===== src/rtl/fifo_wr_arbiter_if.sv =====
// Producer and FIFO write-side signals of the round-robin write arbiter.
// slave is the arbiter's view; master is the view of whoever drives producers and the FIFO.
interface fifo_wr_arbiter_if #(
    parameter int NUM_REQ    = 4,
    parameter int FIFO_WIDTH = 16,
    parameter int CNT_WIDTH  = 8
);
    logic [NUM_REQ-1:0]            req;
    logic [NUM_REQ*FIFO_WIDTH-1:0] req_data;
    logic [NUM_REQ-1:0]            gnt;
    logic                          fifo_wr_en;
    logic [FIFO_WIDTH-1:0]         fifo_data_in;
    logic                          fifo_full;
    logic                          fifo_wr_ack;
    logic                          fifo_overflow;
    logic                          busy;
    logic [CNT_WIDTH-1:0]          retry_cnt;

    modport slave (
        input  req, req_data, fifo_full, fifo_wr_ack, fifo_overflow,
        output gnt, fifo_wr_en, fifo_data_in, busy, retry_cnt
    );

    modport master (
        output req, req_data, fifo_full, fifo_wr_ack, fifo_overflow,
        input  gnt, fifo_wr_en, fifo_data_in, busy, retry_cnt
    );
endinterface


===== src/rtl/fifo_wr_arbiter.sv =====
// Round-robin arbiter sharing one FIFO write port: issue one word, check the FIFO's
// acknowledge, then grant the producer or count a retry. At most one write every 3 cycles.
module fifo_wr_arbiter #(
    parameter int NUM_REQ    = 4,
    parameter int FIFO_WIDTH = 16,
    parameter int CNT_WIDTH  = 8
) (
    input  logic              clk,
    input  logic              rst,
    fifo_wr_arbiter_if.slave  bus_if
);
    localparam int IDX_W = (NUM_REQ > 1) ? $clog2(NUM_REQ) : 1;
    localparam logic [IDX_W:0]   NUM_REQ_EXT = (IDX_W+1)'(NUM_REQ);
    localparam logic [IDX_W-1:0] LAST_IDX    = IDX_W'(NUM_REQ - 1);

    typedef enum logic [1:0] {
        ST_IDLE,
        ST_ISSUE,
        ST_CHECK
    } state_t;

    state_t                 state_q, state_d;
    logic [IDX_W-1:0]       ptr_q, ptr_d;
    logic [IDX_W-1:0]       win_q, win_d;
    logic                   wr_en_q, wr_en_d;
    logic [FIFO_WIDTH-1:0]  data_q, data_d;
    logic [NUM_REQ-1:0]     gnt_q, gnt_d;
    logic [CNT_WIDTH-1:0]   retry_q, retry_d;

    logic [FIFO_WIDTH-1:0]  slice    [NUM_REQ];
    logic [IDX_W-1:0]       cand_idx [NUM_REQ];
    logic [NUM_REQ-1:0]     cand_req;
    logic                   win_found;
    logic [IDX_W-1:0]       winner;

    logic                   ack_ok;
    logic                   overflow_nak;
    logic                   silent_nak;
    logic                   attempt_failed;

    // cand_idx[gi] is the requester gi places after ptr, so cand_req is req rotated by ptr.
    generate
        for (genvar gi = 0; gi < NUM_REQ; gi++) begin : g_req
            logic [IDX_W:0] sum;

            assign slice[gi]    = bus_if.req_data[gi*FIFO_WIDTH +: FIFO_WIDTH];
            assign sum          = {1'b0, ptr_q} + (IDX_W+1)'(gi);
            assign cand_idx[gi] = (sum >= NUM_REQ_EXT) ? IDX_W'(sum - NUM_REQ_EXT)
                                                       : sum[IDX_W-1:0];
            assign cand_req[gi] = bus_if.req[cand_idx[gi]];
        end
    endgenerate

    // Lowest rotated position wins, so scan from the far end and let nearer hits overwrite.
    always_comb begin
        win_found = 1'b0;
        winner    = '0;
        for (int i = NUM_REQ - 1; i >= 0; i--) begin
            if (cand_req[i]) begin
                win_found = 1'b1;
                winner    = cand_idx[i];
            end
        end
    end

    // An ack wins over a simultaneous overflow; both failure causes count as one retry.
    assign ack_ok         = bus_if.fifo_wr_ack;
    assign overflow_nak   = bus_if.fifo_overflow & ~bus_if.fifo_wr_ack;
    assign silent_nak     = ~bus_if.fifo_overflow & ~bus_if.fifo_wr_ack;
    assign attempt_failed = overflow_nak | silent_nak;

    always_comb begin
        state_d = state_q;
        ptr_d   = ptr_q;
        win_d   = win_q;
        wr_en_d = 1'b0;
        data_d  = data_q;
        gnt_d   = '0;
        retry_d = retry_q;

        unique case (state_q)
            ST_IDLE: begin
                if (win_found && !bus_if.fifo_full) begin
                    win_d   = winner;
                    data_d  = slice[winner];
                    wr_en_d = 1'b1;
                    state_d = ST_ISSUE;
                end
            end
            ST_ISSUE: begin
                state_d = ST_CHECK;
            end
            ST_CHECK: begin
                if (ack_ok) begin
                    gnt_d[win_q] = 1'b1;
                    ptr_d        = (win_q == LAST_IDX) ? '0 : win_q + IDX_W'(1);
                end else if (attempt_failed) begin
                    retry_d = (retry_q == '1) ? retry_q : retry_q + CNT_WIDTH'(1);
                    ptr_d   = win_q;
                end
                state_d = ST_IDLE;
            end
            default: begin
                state_d = ST_IDLE;
            end
        endcase
    end

    always_ff @(posedge clk or posedge rst) begin
        if (rst) begin
            state_q <= ST_IDLE;
            ptr_q   <= '0;
            win_q   <= '0;
            wr_en_q <= 1'b0;
            data_q  <= '0;
            gnt_q   <= '0;
            retry_q <= '0;
        end else begin
            state_q <= state_d;
            ptr_q   <= ptr_d;
            win_q   <= win_d;
            wr_en_q <= wr_en_d;
            data_q  <= data_d;
            gnt_q   <= gnt_d;
            retry_q <= retry_d;
        end
    end

    assign bus_if.gnt          = gnt_q;
    assign bus_if.fifo_wr_en   = wr_en_q;
    assign bus_if.fifo_data_in = data_q;
    assign bus_if.busy         = (state_q != ST_IDLE);
    assign bus_if.retry_cnt    = retry_q;

endmodule

===== src/flat_wrapper.sv =====
// flat-port wrapper written by rule: the top's interface ports become plain ports
module fifo_wr_arbiter_flat 
#(
    parameter int NUM_REQ    = 4,
    parameter int FIFO_WIDTH = 16,
    parameter int CNT_WIDTH  = 8
)
  (clk, rst, bus_if_req, bus_if_req_data, bus_if_fifo_full, bus_if_fifo_wr_ack, bus_if_fifo_overflow, bus_if_gnt, bus_if_fifo_wr_en, bus_if_fifo_data_in, bus_if_busy, bus_if_retry_cnt);
  fifo_wr_arbiter_if #(.NUM_REQ(NUM_REQ), .FIFO_WIDTH(FIFO_WIDTH), .CNT_WIDTH(CNT_WIDTH)) bus_if_i ();
  input  logic clk;
  input  logic rst;
  input wire logic [$bits(bus_if_i.req)-1:0] bus_if_req;
  input wire logic [$bits(bus_if_i.req_data)-1:0] bus_if_req_data;
  input wire logic [$bits(bus_if_i.fifo_full)-1:0] bus_if_fifo_full;
  input wire logic [$bits(bus_if_i.fifo_wr_ack)-1:0] bus_if_fifo_wr_ack;
  input wire logic [$bits(bus_if_i.fifo_overflow)-1:0] bus_if_fifo_overflow;
  output wire logic [$bits(bus_if_i.gnt)-1:0] bus_if_gnt;
  output wire logic [$bits(bus_if_i.fifo_wr_en)-1:0] bus_if_fifo_wr_en;
  output wire logic [$bits(bus_if_i.fifo_data_in)-1:0] bus_if_fifo_data_in;
  output wire logic [$bits(bus_if_i.busy)-1:0] bus_if_busy;
  output wire logic [$bits(bus_if_i.retry_cnt)-1:0] bus_if_retry_cnt;
  assign bus_if_i.req = bus_if_req;
  assign bus_if_i.req_data = bus_if_req_data;
  assign bus_if_i.fifo_full = bus_if_fifo_full;
  assign bus_if_i.fifo_wr_ack = bus_if_fifo_wr_ack;
  assign bus_if_i.fifo_overflow = bus_if_fifo_overflow;
  assign bus_if_gnt = bus_if_i.gnt;
  assign bus_if_fifo_wr_en = bus_if_i.fifo_wr_en;
  assign bus_if_fifo_data_in = bus_if_i.fifo_data_in;
  assign bus_if_busy = bus_if_i.busy;
  assign bus_if_retry_cnt = bus_if_i.retry_cnt;
  fifo_wr_arbiter #(.NUM_REQ(NUM_REQ), .FIFO_WIDTH(FIFO_WIDTH), .CNT_WIDTH(CNT_WIDTH)) u_core (.clk(clk), .rst(rst), .bus_if(bus_if_i));
endmodule

===== config.mk =====
export PLATFORM = sky130hd
export DESIGN_NAME = fifo_wr_arbiter_flat
export DESIGN_NICKNAME = d
export VERILOG_FILES = /design/src/rtl/fifo_wr_arbiter_if.sv /design/src/rtl/fifo_wr_arbiter.sv /design/src/flat_wrapper.sv
export SDC_FILE = /design/constraint.sdc
export NUM_CORES = 1
export LEC_CHECK = 0
export CAP_MARGIN = 20
export CELL_PAD_IN_SITES_DETAIL_PLACEMENT = 1
export CELL_PAD_IN_SITES_GLOBAL_PLACEMENT = 1
export CORE_AREA = 3 3 80 90
export DETAILED_ROUTE_END_ITERATION = 16
export DIE_AREA = 0 0 83 93
export PLACE_DENSITY_LB_ADDON = 0.1
export SKIP_LAST_GASP = 1
export SYNTH_ARGS = -nofsm -noshare
export SYNTH_HDL_FRONTEND = slang
export SYNTH_SLANG_ARGS = --single-unit

===== constraint.sdc =====
create_clock -name clk -period 2.65 [get_ports clk]
set_input_delay 0.795 -clock clk [delete_from_list [all_inputs] [get_ports clk]]
set_output_delay 0.795 -clock clk [all_outputs]
set_load 0.1 [all_outputs]

After elaboration in Yosys (flattened, before gate mapping)

Cells that the tools add are included.

Bits in latches: 0
Logic and storage cells: 82
ROM bits: 0
Bits of input ports: 73
Register bits: 35
RAM bits: 0
Memories kept: 0
Output and inout bits: 30

Bitwise gates (word level): 7
Shifts and indexed selects: 0
Multiply operators: 0
$add $sub $neg: 9
Order comparisons: 11
Equal/unequal tests: 5
Reductions and logical operators: 9
Div/mod/pow operators: 0
Mux-type cells: 34

Operator list:

| cell                  | number |
|---|---|
| $bmux W16 S2          | 1 |
| $mux W16              | 2 |
| $mux W2               | 12 |
| $lt A2 B3 Y1 const B  | 5 |
| $ge A3 B3 Y1 const B  | 4 |
| $mux W1               | 11 |
| $add A8 B1 Y8 const B | 1 |
| $bmux W1 S2           | 4 |
| $eq A8 B8 Y1 const B  | 1 |
| $mux W4               | 2 |
| $sub A2 B1 Y2 const B | 4 |
| $add A2 B2 Y3 const B | 2 |
| $eq A2 B2 Y1 const B  | 2 |
| $pmux W2 S2           | 1 |
| $reduce_and A2 Y1     | 2 |
| $reduce_and A4 Y1     | 1 |
| $reduce_bool A2 Y1    | 2 |
| $add A2 B1 Y3 const B | 1 |
| $ge A2 B3 Y1 const B  | 1 |
| $not A1 Y1            | 3 |
| $not A2 Y3            | 1 |
| $add A2 B1 Y2 const B | 1 |
| $and A1 B1 Y1         | 2 |
| $demux W1 S2          | 1 |
| 7 further kinds       | 8 |

Depth between registers and ports, before layout

Gate-level depths: netlist (run 1).

Word-level depth: 13
Depth in mapped cells: 7
Gate-level depth less buffers: 6

Worst setup path after synthesis (run 1)

OpenSTA, ideal clock, no wires.

Path kind: reg2reg
Start point: register u_core.retry_q[0], in the netlist u_core.bus_if.retry_cnt[0]
End point: register u_core.retry_q[7], in the netlist u_core.bus_if.retry_cnt[7]
Cell stages (with the launch flop): 7
Path buffers: 0
Arrival: 2.315 ns
Period minus slack after synthesis: 2.473 ns
Data required time: 2.492 ns
Path slack: 0.177 ns
Setup time: 0.158 ns
Path through: dfrtp_1 ha_1 and3_1 a311oi_4 and4_1 nand3_1 xnor2_1

Cells in the longest elaborated chain, start to end: 3
Elaborated cells on any way between the ends: 4
Classes of those cells: add/sub: 1; eq/ne: 1; bitwise: 1; reduce/logical: 1

RTL lines:

| item                                                  | RTL line               | text |
|---|---|---|
| from (decl)                                           | fifo_wr_arbiter.sv:28  | `logic [CNT_WIDTH-1:0] retry_q, retry_d;` |
| from (signal assigned)                                | fifo_wr_arbiter.sv:125 | `retry_q <= retry_d;` |
| branches (longest 3 deep; another with $add A8 B1 Y8) | --                     |  |

Parallel ways; which one is timed is not known.
A chain may end at the register's enable or synchronous reset.

Worst setup path in the final report (run 1)

Start point: input port bus_if_req[3]
End point: register u_core.data_q[2], in the netlist u_core.bus_if.fifo_data_in[2]

Cells in the longest elaborated chain, start to end: 10
Elaborated cells on any way between the ends: 22
Classes of those cells: mux: 19; bitwise: 1; reduce/logical: 2

RTL lines:

| item                                         | RTL line               | text |
|---|---|---|
| from (decl)                                  | flat_wrapper.sv:12     | `input wire logic [$bits(bus_if_i.req)-1:0] bus_if_req;` |
| $bmux W1 S2                                  | fifo_wr_arbiter.sv:50  | `assign cand_req[gi] = bus_if.req[cand_idx[gi]];` |
| $mux W1 (implied by the code)                | fifo_wr_arbiter.sv:50  |  |
| $mux W2 (4 in series)                        | fifo_wr_arbiter.sv:59  | `if (cand_req[i]) begin` |
| $not A2 Y3 (implied by the code)             | fifo_wr_arbiter.sv:85  | `data_d = slice[winner];` |
| $bmux W16 S2                                 | fifo_wr_arbiter.sv:85  |  |
| $mux W16 (implied by the code) (2 in series) | fifo_wr_arbiter.sv:85  |  |
| to (signal assigned)                         | fifo_wr_arbiter.sv:123 | `data_q <= data_d;` |
| to (decl)                                    | fifo_wr_arbiter.sv:26  | `logic [FIFO_WIDTH-1:0] data_q, data_d;` |

Several ways; a longest one is shown, not always the timed one. The select of a mux whose other input is x is not followed.

==> metrics.log, run 1 <==
INFO  metric run_status = complete, no violations
INFO  metric final_antenna_net_count = 0
INFO  metric grt_max_degree = 36
INFO  metric core_region_area = 6440 um^2
INFO  metric max_slew_margin = 0.698
INFO  metric critPathArrivalTime = 2.51 ns
INFO  metric routed_wirelength = approximately 5600 um
INFO  metric postPlaceCellArea = between 3000 and 4000 um^2
INFO  metric insertedDiodeCount = 0
INFO  metric iter_0_drt_violations = 29
INFO  metric layout_min_cycle_time = roughly 2.4 ns
INFO  metric hold_viol_final = 0
INFO  metric n_fill_cell = around 740
INFO  metric syn-cell-area = 1950 um^2
INFO  metric synth_top_area_cell = sky130_fd_sc_hd__dfrtp_1
INFO  metric global_route.overflow_total = 0
INFO  metric switching_part_of_the_total = 0.546
INFO  metric die_height = just over 90 um
INFO  metric achievable-frequency = between 400 and 500 MHz
INFO  metric worst_setup_path_start_kind = primary input
INFO  metric clock_path_buffers = 2
INFO  metric vias = about 1,800
INFO  metric area_delta_synth_final = 62.8%
INFO  metric cp_max_fo = 15
INFO  metric fp.dieW = between 80 and 90 um
INFO  metric timing.final.max_slew_violations = 0
INFO  metric final_cells = around 360
INFO  metric final_layout_size_suffix_gt1_frac = 0.227
INFO  metric synth-seq-cells = 35
INFO  metric drt_first_pass_iters = 4
INFO  metric routed_length_per_instance = around 15 um
INFO  metric synthMostInstantiatedCell = sky130_fd_sc_hd__dfrtp_1
INFO  metric grt_use_total = 0.149
INFO  metric synth_edf_count = 0
INFO  metric cp_slowest_stage_delay = 0.51 ns
INFO  metric ctsHoldBuffers = 0
INFO  metric drt-vias-per-instance = 4.84
INFO  metric grt_antenna_before_repair = 0
INFO  metric slowest_stage = sky130_fd_sc_hd__clkdlybuf4s50_1
INFO  metric design_power_total = 3.59 mW
INFO  metric synth_sequential_area_ratio = 0.450
INFO  metric gp_routability_congestion = approximately 0.7
INFO  metric clock_latency = about 0.28 ns
INFO  metric clock-skew-final = between 0.005 and 0.006 ns
INFO  metric netlist_top_cells_count = 35 x sky130_fd_sc_hd__dfrtp_1, 34 x sky130_fd_sc_hd__mux2i_1, 21 x sky130_fd_sc_hd__nand2_1
INFO  metric rsz0062_at_grt = no
INFO  metric boundaryPins = 103
INFO  metric numPortBuffers = 101
INFO  metric final.period_utilization = 0.888
INFO  metric p_int = 1.63 mW
INFO  metric worstPathCellList = clkdlybuf4s50_1 -> inv_1 -> a221oi_1 -> o22ai_4 -> buf_12 -> mux2i_1 -> o221ai_2
INFO  metric p_leak = ~1.5 nW
INFO  metric clock_power_share = 0.119
INFO  metric combinationalPowerShare = 0.643
INFO  metric footprint_of_the_multi_input_gates = approximately 990 um^2
INFO  metric postSynthAreaPerCell = 11.6 um^2
INFO  metric timing.setup.critical_path_class = primary input to register
INFO  metric totalNegativeSetupSlack = 0 ns
INFO  metric die-area = approximately 7700 um^2
INFO  metric mappedNetlistNets = between 200 and 250
INFO  metric cts_setup_buffers = 0
INFO  metric number_of_global_route_vias_before_repair = about 1,900
INFO  metric max_cap_violations = 0
INFO  metric ys_warn_count = 0
INFO  metric holdCritPathClass = register to register
INFO  metric detailed_place_hpwl = between 4000 and 5000 um
INFO  metric detail_route.drc_violations = 0
INFO  metric tightest_slew = about 0.45 ns
INFO  metric regToRegEndpoint = u_core.bus_if.retry_cnt[5]
INFO  metric synthTopCellsByArea = sky130_fd_sc_hd__dfrtp_1 45%, sky130_fd_sc_hd__mux2i_1 17%, sky130_fd_sc_hd__o221ai_2 6.9%
INFO  metric power.density_cell_area = 1130 nW/um^2
INFO  metric cts.repair.resized = 0
INFO  metric cts.sink_count = 35
INFO  metric ff2ff_path_depth = 6
INFO  metric regToRegStartpoint = u_core.bus_if.retry_cnt[0]
INFO  metric yosys.area.top_type_share = 0.450
INFO  metric worst_path_dominant_cell_family = buffers and inverters
INFO  metric synth-main-ff-cell = sky130_fd_sc_hd__dfrtp_1
INFO  metric grt_first_pass_wirelength = ~9400 um
INFO  metric setup_viol = 0
INFO  metric critPathCapture = u_core.bus_if.fifo_data_in[2]
INFO  metric critPathBufInv = 3
INFO  metric number_of_nets_in_the_layout = ~360
INFO  metric crit_path_start = bus_if_req[3]
INFO  metric cp_num_cells = 7
INFO  metric cp_data_required_time = 2.81 ns
INFO  metric final_cell_area = 3170 um^2
INFO  metric clkSlewWorstSetupHoldPaths = about 0.070 ns
INFO  metric initial_utilization = 0.302
INFO  metric htree_num_levels = 2
INFO  metric vdd_ir_drop_max = between 0.0007 and 0.0008 V
INFO  metric critPathCaptureType = register
INFO  metric ys_types = 33
INFO  metric postSynth.asyncResetShare = 1.00
INFO  metric cts_made_buffers = 5
INFO  metric netlist_instances = roughly 170
INFO  metric worst-r2r-setup-slack = 0.77 ns
INFO  metric area.sequential = ~900 um^2
INFO  metric dp.cells = 356
INFO  metric cts_root_buf = sky130_fd_sc_hd__clkbuf_8
INFO  metric cts_tree = built
INFO  metric power.sequential.fraction = 0.239
INFO  metric power.switching = 1.96 mW
INFO  metric row_count = 31
-- logic make-up after synthesis --
family | synth area share
buffers and inverters | 0.0457
adder cells (fa/ha/maj) | 0.0322
AND/OR/NAND/NOR | 0.114
XOR/XNOR | 0.0315
AO/OA/AOI/OAI | 0.146
flip-flops | 0.450
multiplexers | 0.181
-- per-stage QoR --
stage,hold WS [ns],setup slack (ns),util
after global routing,0.511,0.146,0.492
after floorplan,0.432,0.177,-
after detailed placement,0.465,-0.0110,0.476
final,0.468,0.297,0.492
after global placement,0.457,-0.00547,0.476
after CTS,0.477,0.272,0.492
-- worst min-delay path by stage --
stage | start | to | slack (ns) | cells after the start
after floorplan | u_core.state_q[1] | u_core.state_q[1] | 0.43 | 1
after global placement | u_core.state_q[1] | u_core.state_q[1] | 0.46 | 1
after detailed placement | u_core.state_q[1] | u_core.state_q[1] | 0.46 | 1
after CTS | u_core.state_q[1] | u_core.state_q[1] | 0.48 | 1
after global routing | u_core.state_q[1] | u_core.state_q[1] | 0.51 | 1
final | u_core.state_q[1] | u_core.state_q[1] | 0.47 | 1
-- flip-flops by register name, summed over array words and instances (netlist names) --
register / cells
u_core.bus_if.gnt: 4
u_core.state_q: 2
u_core.bus_if.retry_cnt: 8
u_core.bus_if.fifo_wr_en: 1
u_core.win_q: 2
u_core.ptr_q: 2
u_core.bus_if.fifo_data_in: 16
-- per-layer routing --
layer | track usage | vias up | routed length (um)
li1 | - | 837 | -
met3 | 0.0458 | 8 | 384
met4 | 0.0504 | 0 | 99
met5 | 0 | - | 0
met2 | 0.248 | 61 | 2760
met1 | 0.182 | 856 | 2330
-- final cells by class --
| cell class | count | share of cell area |
|---|---|---|
| Timing Repair Buffer | 114 | 0.338 |
| Multi-Input combinational cell | 117 | 0.312 |
| Sequential cell | 35 | 0.276 |
| Tap cell | 82 | 0.0324 |
| Clock buffer | 8 | 0.0316 |
| Inverter | 8 | 0.00948 |
-- power groups by stage --
stage,combinational (mW),sequential (mW),clock [mW]
2_1_floorplan,0.633,1.95,0
3_3_place_gp,2.32,0.862,0
3_5_place_dp,2.34,0.868,0
4_1_cts,2.34,0.861,0.443
5_1_grt,2.44,0.893,0.468
6_report,2.31,0.858,0.426
-- worst register-to-register path: stages, from the launching register on --
cell and delay (ns):
sky130_fd_sc_hd__dfrtp_1 0.42, sky130_fd_sc_hd__ha_1 0.26, sky130_fd_sc_hd__and3_1 0.22, sky130_fd_sc_hd__a311oi_4 0.31, sky130_fd_sc_hd__and4_1 0.30, sky130_fd_sc_hd__nand3_1 0.12
sky130_fd_sc_hd__xnor2_1 0.14
-- cells in the final DEF (no fill, tap or decap), types with 3 or more instances in the layout --
| master | n |
|---|---|
| sky130_fd_sc_hd__inv_1 | 6 |
| sky130_fd_sc_hd__nand2_1 | 21 |
| sky130_fd_sc_hd__o221ai_2 | 9 |
| sky130_fd_sc_hd__buf_12 | 3 |
| sky130_fd_sc_hd__mux2i_1 | 34 |
| sky130_fd_sc_hd__o221ai_1 | 7 |
| sky130_fd_sc_hd__xnor2_1 | 5 |
| sky130_fd_sc_hd__clkbuf_8 | 7 |
| sky130_fd_sc_hd__nor2b_1 | 4 |
| sky130_fd_sc_hd__ha_1 | 5 |
| sky130_fd_sc_hd__dfrtp_1 | 35 |
| sky130_fd_sc_hd__buf_4 | 40 |
| sky130_fd_sc_hd__o21ai_1 | 4 |
| sky130_fd_sc_hd__clkdlybuf4s50_1 | 71 |
| sky130_fd_sc_hd__and3_1 | 6 |
No activity file was read; power rests on OpenSTA's default activity.
==> run 2, diff against run 1 <==
--- a/config.mk
+++ b/config.mk
@@ -11,7 +11,7 @@
 export CORE_AREA = 3 3 80 90
 export DETAILED_ROUTE_END_ITERATION = 16
 export DIE_AREA = 0 0 83 93
-export PLACE_DENSITY_LB_ADDON = 0.1
+export PLACE_DENSITY = 0.79
 export SKIP_LAST_GASP = 1
 export SYNTH_ARGS = -nofsm -noshare
 export SYNTH_HDL_FRONTEND = slang
==> run 2 against run 1 <==
Compared with the run above: non-clock buffer count did not move; hold slack gained 0.015 ns; total power shrank 1.2%; count of clock-buffer cells in the layout down 2; flip-flop and latch count stayed put; sequential power is 1% higher; critical path depth unchanged; clock power down 9.6%; largest cell class unchanged; design area down 0.79%.
==> metrics.log, run 2 (same netlist as run 1, synthesis figures left out) <==
INFO  metric core_region_area = 6440 um^2 (unchanged)
INFO  metric hold-worst-slack = 0.484 ns (+0.0154 ns)
INFO  metric worst-r2r-setup-slack = 0.76 ns (about the same)
INFO  metric critPathArrivalTime = 2.54 ns (+0.03 ns)
INFO  metric hold_viol_final = 0 (unchanged)
INFO  metric global_route.overflow_total = 0 (unchanged)
INFO  metric worst_setup_path_start_kind = primary input
INFO  metric cts_made_buffers = 5 (unchanged)
INFO  metric grt_use_total = 0.151 (+0.00216)
INFO  metric crit_path_start = bus_if_req[3]
INFO  metric fin_ws = 0.269 ns (-0.0275 ns)
INFO  metric max_cap_violations = 0 (unchanged)
INFO  metric detail_route.drc_violations = 0 (unchanged)
INFO  metric cts.sink_count = 35 (unchanged)
INFO  metric clkSlewWorstSetupHoldPaths = 0.07 ns (about the same)
INFO  metric cp_data_required_time = 2.81 ns (about the same)
INFO  metric iter_0_drt_violations = 58 (+100%)
INFO  metric cts.repair.resized = 0 (unchanged)
INFO  metric timing.setup.critical_path_class = primary input to register
INFO  metric layout_commonest_cell = sky130_fd_sc_hd__clkdlybuf4s50_1
INFO  metric critPathCaptureType = register
INFO  metric p_leak = 1.52 nW (-0.70%)
INFO  metric final_layout_size_suffix_gt1_frac = 0.228 (+0.000808)
INFO  metric grt_antenna_before_repair = 0 (unchanged)
INFO  metric number_of_nets_in_the_layout = 359 (unchanged)
INFO  metric postPlaceCellArea = 3060 um^2 (-0.41%)
INFO  metric cts_root_buf = sky130_fd_sc_hd__clkbuf_8
INFO  metric power.density_cell_area = 1130 nW/um^2 (-0.42%)
INFO  metric n_fill_cell = 729 (-1.1%)
INFO  metric power.sequential.fraction = 0.244 (+0.005)
INFO  metric hp-start = u_core.state_q[1]
INFO  metric detailed_place_hpwl = 4560 um (+3.4%)
INFO  metric routed_wirelength = 5690 um (+2.1%)
INFO  metric routed_length_per_instance = 15.7 um (+2.4%)
INFO  metric drt-vias-per-instance = 4.85 (+0.22%)
INFO  metric regToRegStartpoint = u_core.bus_if.retry_cnt[0]
INFO  metric regToRegEndpoint = u_core.bus_if.retry_cnt[7]
INFO  metric insertedDiodeCount = 0 (unchanged)
INFO  metric switching_part_of_the_total = 0.551 (+0.00571)
INFO  metric htree_num_levels = 2 (unchanged)
INFO  metric max_slew_margin = 0.700 (+0.00226)
INFO  metric die_height = 93 um (unchanged)
INFO  metric achievable-frequency = 420 MHz (-1.2%)
INFO  metric hold_critical_path_endpoint = u_core.state_q[1]
INFO  metric final_util = 0.488 (-0.00389)
INFO  metric power.switching = 1.96 mW (-0.17%)
INFO  metric holdCritPathClass = register to register
INFO  metric timing.final.max_slew_violations = 0 (unchanged)
INFO  metric final_cell_area = 3140 um^2 (-0.79%)
INFO  metric clock-skew-final = 0.00574 ns (+0.000305 ns)
INFO  metric boundaryPins = 103 (unchanged)
INFO  metric min_delay_path_depth = 1 (unchanged)
INFO  metric worst_path_dominant_cell_family = buffers and inverters
INFO  metric cp_max_fo = 12 (-3)
INFO  metric cp_slowest_stage_delay = 0.52 ns (about the same)
INFO  metric final_antenna_net_count = 0 (unchanged)
INFO  metric setup_viol = 0 (unchanged)
INFO  metric clock_power_share = 0.109 (-0.010)
INFO  metric run_status = complete, no violations
INFO  metric combinationalPowerShare = 0.647 (+0.004)
INFO  metric p_int = 1.59 mW (-2.4%)
INFO  metric vdd_ir_drop_max = 0.000777 V (+0.92%)
INFO  metric cp_num_cells = 7 (unchanged)
INFO  metric fp.dieW = 83 um (unchanged)
INFO  metric numPortBuffers = 101 (unchanged)
INFO  metric cts_setup_buffers = 0 (unchanged)
INFO  metric tightest_slew = 0.450 ns (-0.00338 ns)
INFO  metric grt_first_pass_wirelength = 9390 um (-0.22%)
INFO  metric drt_first_pass_iters = 4 (unchanged)
INFO  metric critPathBufInv = 3 (unchanged)
INFO  metric cts_tree = built
INFO  metric ctsHoldBuffers = 0 (unchanged)
INFO  metric most-common-layout-cells = 71 x sky130_fd_sc_hd__clkdlybuf4s50_1, 41 x sky130_fd_sc_hd__buf_4, 35 x sky130_fd_sc_hd__dfrtp_1
INFO  metric placement.setup.worst_slack = -0.0471 ns (-0.0362 ns)
INFO  metric worstPathCellList = clkdlybuf4s50_1 -> inv_1 -> a221oi_1 -> o22ai_4 -> buf_12 -> mux2i_1 -> o221ai_2
INFO  metric final.period_utilization = 0.898 (+0.0104)
INFO  metric clock_latency = 0.28 ns (about the same)
INFO  metric gp_routability_congestion = 0.717 (+1.8%)
INFO  metric area_delta_synth_final = 61.5%
INFO  metric initial_utilization = 0.302 (unchanged)
INFO  metric number_of_global_route_vias_before_repair = 1,953 (+3.8%)
INFO  metric clock_path_buffers = 2 (unchanged)
INFO  metric ff2ff_path_depth = 6 (unchanged)
INFO  metric vias = 1,761 (-0.057%)
INFO  metric grt_max_degree = 36 (unchanged)
INFO  metric row_count = 31 (unchanged)
INFO  metric layout_min_cycle_time = 2.38 ns (+0.0275 ns)
INFO  metric die-area = 7720 um^2 (unchanged)
INFO  metric rsz0062_at_grt = no
INFO  metric slowest_stage = sky130_fd_sc_hd__clkdlybuf4s50_1
INFO  metric largest_register_ff_count = 16 (unchanged)
-- run 2: changes by cell type in the layout (fill, tap and decap cells not counted), sizes merged --
cell and change:
clkbuf -2, clkinv +1
-- run 2: per-layer routing --
metal / track usage / vias up / wire length, um
li1: - / 835 / -
met2: 0.272 / 70 / 3030
met3: 0.0458 / 8 / 379
met1: 0.173 / 848 / 2200
met4: 0.0409 / 0 / 78
met5: 0 / - / 0
-- run 2: final cells by class --
| cell class | count | area, um^2 | area share |
|---|---|---|---|
| inverters | 8 | 30.0 | 0.00955 |
| repair buffers | 114 | 1060 | 0.337 |
| clock inverters | 1 | 5.00 | 0.00159 |
| flip-flops and latches | 35 | 876 | 0.279 |
| clock buffers | 6 | 82.6 | 0.0263 |
| multi-input cells | 117 | 988 | 0.314 |
| well taps | 82 | 103 | 0.0326 |
-- run 2: worst max path at each step --
stage                                    endpoint
floorplan              u_core.bus_if.retry_cnt[7]
global placement    u_core.bus_if.fifo_data_in[7]
detailed placement  u_core.bus_if.fifo_data_in[4]
CTS                 u_core.bus_if.fifo_data_in[4]
global route        u_core.bus_if.fifo_data_in[4]
finish              u_core.bus_if.fifo_data_in[4]
-- run 2: power by group through the flow --
stage | combinational [mW] | clock (mW) | sequential (mW)
2_1_floorplan | 0.633 | 0 | 1.95
3_3_place_gp | 2.30 | 0 | 0.861
3_5_place_dp | 2.33 | 0 | 0.875
4_1_cts | 2.33 | 0.402 | 0.871
5_1_grt | 2.42 | 0.423 | 0.898
6_report | 2.30 | 0.385 | 0.867
-- run 2: metrics by stage --
stage	power [mW]	instances	TNS (ns)
floorplan	2.58	168	0
global placement	3.16	356	-0.00772
detailed placement	3.20	356	-0.125
CTS	3.60	363	0
global route	3.74	363	0
finish	3.55	363	0
